File: src/rtl/data_cache_controller_if.sv
// Pipeline M-stage access signals and word-wide backing-memory bus of the L1 data cache.
// The slave modport is the cache controller; master is the pipeline/memory side.
interface data_cache_controller_if #(
    parameter int DATA_WIDTH = 32
);
    logic                  memory_instruction_i;
    logic                  write_enable_i;
    logic                  byte_op_i;
    logic [DATA_WIDTH-1:0] address_i;
    logic [DATA_WIDTH-1:0] write_data_i;
    logic [DATA_WIDTH-1:0] rd_o;
    logic                  stall_o;
    logic                  mem_req_o;
    logic                  mem_we_o;
    logic [DATA_WIDTH-1:0] mem_addr_o;
    logic [DATA_WIDTH-1:0] mem_wdata_o;
    logic [3:0]            mem_wstrb_o;
    logic [DATA_WIDTH-1:0] mem_rdata_i;
    logic                  mem_ack_i;

    modport slave (
        input  memory_instruction_i, write_enable_i, byte_op_i, address_i, write_data_i,
        input  mem_rdata_i, mem_ack_i,
        output rd_o, stall_o, mem_req_o, mem_we_o, mem_addr_o, mem_wdata_o, mem_wstrb_o
    );

    modport master (
        output memory_instruction_i, write_enable_i, byte_op_i, address_i, write_data_i,
        output mem_rdata_i, mem_ack_i,
        input  rd_o, stall_o, mem_req_o, mem_we_o, mem_addr_o, mem_wdata_o, mem_wstrb_o
    );
endinterface

File: src/rtl/data_cache_controller.sv
// Direct-mapped, write-through, no-write-allocate L1 data cache with one-word lines.
// Define CACHE_STATS_EN to add saturating hit/miss counters (hit_count_o, miss_count_o).
module data_cache_controller #(
    parameter int DATA_WIDTH = 32,
    parameter int INDEX_BITS = 4
) (
    input  logic                   clk,
    input  logic                   rst_i,
    data_cache_controller_if.slave bus
`ifdef CACHE_STATS_EN
    ,
    output logic [31:0]            hit_count_o,
    output logic [31:0]            miss_count_o
`endif
);
    localparam int LINES    = 1 << INDEX_BITS;
    localparam int TAG_BITS = DATA_WIDTH - INDEX_BITS - 2;

    typedef enum logic [1:0] {IDLE, READ_MISS, WRITE, RESP} state_e;

    state_e                  state_q, state_d;
    logic [LINES-1:0]        valid_q;
    logic [TAG_BITS-1:0]     tag_q  [LINES];
    logic [DATA_WIDTH-1:0]   data_q [LINES];
    logic [DATA_WIDTH-3:0]   req_word_q;
    logic [DATA_WIDTH-1:0]   req_wdata_q;
    logic [3:0]              req_wstrb_q;

    logic [1:0]              offset;
    logic [INDEX_BITS-1:0]   index;
    logic [TAG_BITS-1:0]     tag;
    logic [4:0]              lane;
    logic [DATA_WIDTH-1:0]   line_word;
    logic                    hit, load_hit;
    logic [DATA_WIDTH-1:0]   store_wdata, merged_word;
    logic [3:0]              store_strb;
    logic                    stall, mem_req, mem_we, refill, store_update;
    logic [3:0]              mem_wstrb;

    assign offset    = bus.address_i[1:0];
    assign index     = bus.address_i[INDEX_BITS+1:2];
    assign tag       = bus.address_i[DATA_WIDTH-1:INDEX_BITS+2];
    assign lane      = {offset, 3'b000};
    assign line_word = data_q[index];
    assign hit       = bus.memory_instruction_i & valid_q[index] & (tag_q[index] == tag);
    assign load_hit  = hit & ~bus.write_enable_i;

    assign store_wdata = bus.byte_op_i ? {(DATA_WIDTH/8){bus.write_data_i[7:0]}} : bus.write_data_i;
    assign store_strb  = bus.byte_op_i ? (4'b0001 << offset) : 4'b1111;

    // Store hits write only the strobed lanes so byte stores keep the rest of the line.
    always_comb begin
        merged_word = line_word;
        for (int i = 0; i < DATA_WIDTH/8; i++) begin
            if (store_strb[i]) merged_word[i*8 +: 8] = store_wdata[i*8 +: 8];
        end
    end

    always_ff @(posedge clk or posedge rst_i) begin
        if (rst_i) begin
            state_q     <= IDLE;
            req_word_q  <= '0;
            req_wdata_q <= '0;
            req_wstrb_q <= '0;
        end else begin
            state_q <= state_d;
            // Latch the request so the memory bus stays stable until ack.
            if (state_q == IDLE && bus.memory_instruction_i) begin
                req_word_q  <= bus.address_i[DATA_WIDTH-1:2];
                req_wdata_q <= store_wdata;
                req_wstrb_q <= store_strb;
            end
        end
    end

    always_comb begin
        // NOTE: every output gets a default before the case so no path infers a latch.
        state_d      = state_q;
        stall        = 1'b0;
        mem_req      = 1'b0;
        mem_we       = 1'b0;
        mem_wstrb    = 4'b0000;
        refill       = 1'b0;
        store_update = 1'b0;
        unique case (state_q)
            IDLE: begin
                if (bus.memory_instruction_i) begin
                    if (bus.write_enable_i) begin
                        stall        = 1'b1;
                        store_update = hit;
                        state_d      = WRITE;
                    end else if (!hit) begin
                        stall   = 1'b1;
                        state_d = READ_MISS;
                    end
                end
            end
            READ_MISS: begin
                stall   = 1'b1;
                mem_req = 1'b1;
                if (bus.mem_ack_i) begin
                    refill  = 1'b1;
                    state_d = RESP;
                end
            end
            WRITE: begin
                stall     = 1'b1;
                mem_req   = 1'b1;
                mem_we    = 1'b1;
                mem_wstrb = req_wstrb_q;
                if (bus.mem_ack_i) state_d = RESP;
            end
            RESP: state_d = IDLE;
            default: state_d = IDLE;
        endcase
    end

    always_ff @(posedge clk or posedge rst_i) begin
        if (rst_i) valid_q <= '0;
        else if (refill) valid_q[req_word_q[INDEX_BITS-1:0]] <= 1'b1;
    end

    // NOTE: tag/data arrays are not reset; the cleared valid bits make their contents unobservable.
    always_ff @(posedge clk) begin
        if (refill) begin
            data_q[req_word_q[INDEX_BITS-1:0]] <= bus.mem_rdata_i;
            tag_q[req_word_q[INDEX_BITS-1:0]]  <= req_word_q[DATA_WIDTH-3:INDEX_BITS];
        end else if (store_update) begin
            data_q[index] <= merged_word;
        end
    end

    assign bus.rd_o        = !load_hit ? '0 :
                             bus.byte_op_i ? {{(DATA_WIDTH-8){1'b0}}, line_word[lane +: 8]} : line_word;
    assign bus.stall_o     = stall & ~rst_i;
    assign bus.mem_req_o   = mem_req;
    assign bus.mem_we_o    = mem_we;
    assign bus.mem_wstrb_o = mem_wstrb;
    assign bus.mem_addr_o  = {req_word_q, 2'b00};
    assign bus.mem_wdata_o = req_wdata_q;

`ifdef CACHE_STATS_EN
    logic [31:0] hit_count_q, miss_count_q;

    always_ff @(posedge clk or posedge rst_i) begin
        if (rst_i) begin
            hit_count_q  <= '0;
            miss_count_q <= '0;
        end else if (state_q == IDLE) begin
            if (load_hit && hit_count_q != '1) hit_count_q <= hit_count_q + 32'd1;
            if (bus.memory_instruction_i && !bus.write_enable_i && !hit && miss_count_q != '1)
                miss_count_q <= miss_count_q + 32'd1;
        end
    end

    assign hit_count_o  = hit_count_q;
    assign miss_count_o = miss_count_q;
`endif
endmodule

File: src/flat_wrapper.sv
// flat-port wrapper written by rule: the top's interface ports become plain ports
module data_cache_controller_flat 
#(
    parameter int DATA_WIDTH = 32,
    parameter int INDEX_BITS = 4
)
  (clk, rst_i, bus_memory_instruction_i, bus_write_enable_i, bus_byte_op_i, bus_address_i, bus_write_data_i, bus_mem_rdata_i, bus_mem_ack_i, bus_rd_o, bus_stall_o, bus_mem_req_o, bus_mem_we_o, bus_mem_addr_o, bus_mem_wdata_o, bus_mem_wstrb_o);
  data_cache_controller_if #(.DATA_WIDTH(DATA_WIDTH)) bus_i ();
  input  logic clk;
  input  logic rst_i;
  input wire logic [$bits(bus_i.memory_instruction_i)-1:0] bus_memory_instruction_i;
  input wire logic [$bits(bus_i.write_enable_i)-1:0] bus_write_enable_i;
  input wire logic [$bits(bus_i.byte_op_i)-1:0] bus_byte_op_i;
  input wire logic [$bits(bus_i.address_i)-1:0] bus_address_i;
  input wire logic [$bits(bus_i.write_data_i)-1:0] bus_write_data_i;
  input wire logic [$bits(bus_i.mem_rdata_i)-1:0] bus_mem_rdata_i;
  input wire logic [$bits(bus_i.mem_ack_i)-1:0] bus_mem_ack_i;
  output wire logic [$bits(bus_i.rd_o)-1:0] bus_rd_o;
  output wire logic [$bits(bus_i.stall_o)-1:0] bus_stall_o;
  output wire logic [$bits(bus_i.mem_req_o)-1:0] bus_mem_req_o;
  output wire logic [$bits(bus_i.mem_we_o)-1:0] bus_mem_we_o;
  output wire logic [$bits(bus_i.mem_addr_o)-1:0] bus_mem_addr_o;
  output wire logic [$bits(bus_i.mem_wdata_o)-1:0] bus_mem_wdata_o;
  output wire logic [$bits(bus_i.mem_wstrb_o)-1:0] bus_mem_wstrb_o;
  assign bus_i.memory_instruction_i = bus_memory_instruction_i;
  assign bus_i.write_enable_i = bus_write_enable_i;
  assign bus_i.byte_op_i = bus_byte_op_i;
  assign bus_i.address_i = bus_address_i;
  assign bus_i.write_data_i = bus_write_data_i;
  assign bus_i.mem_rdata_i = bus_mem_rdata_i;
  assign bus_i.mem_ack_i = bus_mem_ack_i;
  assign bus_rd_o = bus_i.rd_o;
  assign bus_stall_o = bus_i.stall_o;
  assign bus_mem_req_o = bus_i.mem_req_o;
  assign bus_mem_we_o = bus_i.mem_we_o;
  assign bus_mem_addr_o = bus_i.mem_addr_o;
  assign bus_mem_wdata_o = bus_i.mem_wdata_o;
  assign bus_mem_wstrb_o = bus_i.mem_wstrb_o;
  data_cache_controller #(.DATA_WIDTH(DATA_WIDTH), .INDEX_BITS(INDEX_BITS)) u_core (.clk(clk), .rst_i(rst_i), .bus(bus_i));
endmodule
File: config.mk
export PLATFORM = sky130hd
export DESIGN_NAME = data_cache_controller_flat
export DESIGN_NICKNAME = d
export VERILOG_FILES = /design/src/rtl/data_cache_controller_if.sv /design/src/rtl/data_cache_controller.sv /design/src/flat_wrapper.sv
export SDC_FILE = /design/constraint.sdc
export NUM_CORES = 1
export LEC_CHECK = 0
export CAP_MARGIN = 0
export CORE_MARGIN = 1.5
export CORE_UTILIZATION = 40
export CTS_BUF_LIST = sky130_fd_sc_hd__clkbuf_2 sky130_fd_sc_hd__clkbuf_4 sky130_fd_sc_hd__clkbuf_8
export CTS_CLUSTER_DIAMETER = 150
export CTS_CLUSTER_SIZE = 20
export DETAILED_ROUTE_END_ITERATION = 16
export DONT_BUFFER_PORTS = 1
export PLACE_DENSITY_LB_ADDON = 0.15
export RECOVER_POWER = 25
export SETUP_SLACK_MARGIN = 0.3
export SLEW_MARGIN = 0
export SYNTH_ARGS = -nofsm -noshare
export SYNTH_HDL_FRONTEND = slang
export SYNTH_SLANG_ARGS = --single-unit
export TNS_END_PERCENT = 1
File: constraint.sdc
create_clock -name clk -period 12.25 [get_ports clk]
set_clock_uncertainty 0.2 [all_clocks]
set_input_delay 0.6125 -clock clk [delete_from_list [all_inputs] [get_ports clk]]
set_output_delay 0.6125 -clock clk [all_outputs]
set_load 0.01 [all_outputs]
==> results by group <==
Run status
  – Status: finished with violations
  – Failing checks: max-capacitance violations, max-slew violations

Floorplanning
  – Row count: 117
  – Starting Density: 40.24%
  – Die Ht: 322.5 um
  – Die ar.: 104000 um2
  – Floorplan core area: 101400 um2
  – Die Wd: 322.5 um
  – I/O Pins: 205

Drt
  – Via count: 20650
  – DR pass1 iterations: 6
  – Starting DRT DRC Count: 2155
  – DRC: 0
  – Wire per inst: 30.55 um
  – ANT nets after route: 0
  – Final wirelength: 109000 um
  – Via-per-instance ratio: 5.789

STA
  – # setup viols final: 0
  – Max Freq: 0.1703 GHz
  – Worst slew margin: -147.5%
  – Worst-margin pin slew: 3713 ps
  – Final worst path period share: 47.92%
  – Setup_tns: 0 ps
  – Final min period: 5871 ps
  – RSZ-0062 raised after global routing: false
  – Final hold vios: 0
  – Max Slew Vio Count: 117
  – Final Worst Setup Slack: 6379 ps

Synthesis
  – Main synth FF type: edfxtp_1
  – Post-Syn Instances: 2078
  – Synth Register Bits: 1012
  – Library cells used by synthesis: 71
  – Synthesized area: 40830 um2
  – Yosys synthesis warning count: 0
  – Post-synth ARST share: 8.300%
  – Number of enable flip-flop cells after synthesis: 928
  – Sequential share of the synthesized area: 73.40%
  – Syn Area/Cell: 19.65 um2

Power and ir drop
  – Pleak: 14.44 nW
  – Total power: 6.988 mW
  – Peak VDD IR: 0.09297 mV
  – Power Density: 157.0 nW/um2

Setup path
  – Critical path class: input port to output port
  – Worst EP arrival: 5060 ps
  – R2r worst-path depth: 10
  – Worst Setup SP: bus_address_i[2]
  – CP Max Fanout: 220
  – FF-to-FF Start: u_core.tag_q[5][9]$_DFFE_PP_
  – CP Capture Type: output port
  – CP startpoint kind: input port
  – Critical Path RT: 11440 ps

Layout
  – Proportion of layout cells with a drive suffix above 1: 22.08%
  – Nets@finish: 2256
  – Fillers: 8708
  – Area growth, synth to finish: 9.028%
  – Final instance area: 44510 um2

CTS
  – # hold bufs at CTS: 90
  – CTS root buf: clkbuf_8
  – Clk slew on worst S/H paths: 120 ps
  – Clk Latency, worst-skew pair: 790 ps
  – Num CTS Buffers: 56
  – H-tree levels: 2
  – CTS tree: yes
  – Clock buffer depth: 3
  – Postcts setup bufs: 0
  – Resize count post-CTS: 0
  – TritonCTS Sinks: 1012

Placement
  – DP Worst Slack: 6324 ps
  – Port Buffers: 0
  – Post-DP Area: 42460 um2
  – HPWL after DPL: 60870 um
  – Placer Congestion: 0.8666

Worst hold path
  – Hold Startpoint: bus_byte_op_i
  – Worst hold path cell count: 3
  – Hold Crit Class: input port to flip-flop

Global route
  – First-pass GRT wire length: 156500 um
  – Vias in the first global route: 21450
  – Largest net degree at the start of global routing: 221
  – GR Util All Layers: 21.14%
  – Initial antenna violation count: 11
  – Gr ovfl total: 0

Run
  – MaxCap Viol Count: 3
==> flip-flops by register name, summed over array words and instances (netlist names) <==
name	flops
u_core.req_wstrb_q	4
u_core.data_q	512
u_core.valid_q	16
u_core.bus.mem_wdata_o	32
u_core.req_word_q	30
u_core.state_q	2
u_core.tag_q	416
==> power by group <==
| group | total [mW] | leakage, nW | internal, mW | switching [mW] |
|---|---|---|---|---|
| clock | 1.63 | 0.638 | 0.587 | 1.04 |
| sequential | 4.60 | 9.39 | 4.22 | 0.382 |
| combinational | 0.759 | 4.41 | 0.325 | 0.435 |
| total | 6.99 | 14.4 | 5.13 | 1.86 |
==> per-stage QoR <==
step           hold WS (ps)  cells  util [%]
2_1_floorplan         229.5   2079         -
5_1_grt               94.19   3566     43.88
4_1_cts               18.31   3565     43.89
3_3_place_gp          244.4   3369     41.85
3_5_place_dp          249.9   3369     41.85
6_report              106.4   3567     43.88
==> Yosys cell counts, types with 9 or more instances <==
library cell,count,area share (%)
a211oi_1,15,0.28
a21o_1,15,0.28
a21oi_1,15,0.18
a221oi_1,11,0.24
a22o_1,12,0.26
a22oi_1,17,0.31
and2_1,33,0.51
buf_1,16,0.15
buf_2,38,0.47
buf_4,12,0.22
clkbuf_1,46,0.42
dfrtp_1,84,5.1
edfxtp_1,928,68
inv_1,16,0.15
mux2_2,55,1.5
mux2i_1,115,2.8
mux4_2,235,13
nand2_1,101,0.93
nand2b_1,11,0.17
nand4_1,9,0.14
nor2_1,48,0.44
nor2b_1,9,0.14
o21ai_0,49,0.60
o21ai_1,25,0.31
o22ai_1,15,0.23
or2_2,15,0.23
or3_1,9,0.14
xnor2_1,16,0.34
==> cell families (layout without fill, tap and decap cells) <==
group,count (synthesis),in the layout,share of synthesized area (%)
xor gates and xnor gates,20,20,0.4290
muxes,406,406,17.33
DFF,1012,1012,73.40
other,1,4,0.009185
and+or+nand+nor,276,276,3.383
buffers and inverters,137,255,1.563
adders and majority gates,5,5,0.1532
AOI/OAI and AO/OA,221,221,3.733
==> worst paths after layout <==
check                                                    endpoint  slack (ps)
max in group asynchronous       u_core.req_word_q[24]$_DFFE_PP0P_        7210
worst max-delay path                                 bus_rd_o[21]        6380
worst min register to register     u_core.valid_q[15]$_DFFE_PP0P_         280
worst min-delay path            u_core.req_wstrb_q[2]$_DFFE_PP0P_         110
worst max register to register     u_core.data_q[6][28]$_DFFE_PP_        6820
min in group asynchronous       u_core.req_wstrb_q[0]$_DFFE_PP0P_         460
==> worst max-delay path, stage by stage <==
cell and delay, ps:
inv_2 600, mux4_2 560, mux2i_1 210, xnor2_1 210, o2111ai_1 210, nor3_1 510
and4_1 790, and2b_1 700, and2_1 310
==> metal layers <==
| metal | part of all wire (%) | track usage, % | vias up |
|---|---|---|---|
| met2 | 48 | 34.38 | 726 |
| met1 | 43 | 29.10 | 11180 |
| met5 | 0.055 | 0 | - |
| met4 | 2.2 | 5.367 | 10 |
| li1 | - | - | 8589 |
| met3 | 6.9 | 4.389 | 150 |
==> final cells by class <==
type	instances	area (um2)	area share, %
Clock buffer	104	1144	2.569
Clock inverter	2	17.52	0.03935
Multi-Input combinational cell	930	10400	23.36
Tap cell	1368	1712	3.845
Sequential cell	1012	29970	67.32
Timing Repair Buffer	129	1190	2.673
Inverter	20	77.57	0.1743
Antenna cell	2	5.005	0.01124
==> cell usage in the layout (no fill, tap or decap), types with 12 or more instances in the layout <==
cell / netlist / routed
o21ai_0: 49 / 49
mux2i_1: 115 / 115
nor2_1: 48 / 36
edfxtp_1: 928 / 928
nor2_4: 0 / 12
mux2_2: 55 / 55
o21ai_1: 25 / 21
mux4_2: 235 / 235
a211oi_1: 15 / 15
inv_1: 16 / 15
a21o_1: 15 / 15
and2_1: 33 / 33
nand2_1: 101 / 101
dfrtp_1: 84 / 84
a21oi_1: 15 / 15
or2_2: 15 / 15
dlygate4sd3_1: 0 / 90
a22o_1: 12 / 12
xnor2_1: 16 / 16
buf_4: 12 / 38
o22ai_1: 15 / 15
a22oi_1: 17 / 17
clkbuf_8: 0 / 58
clkbuf_4: 0 / 46
(Power assumes the default switching activity.)
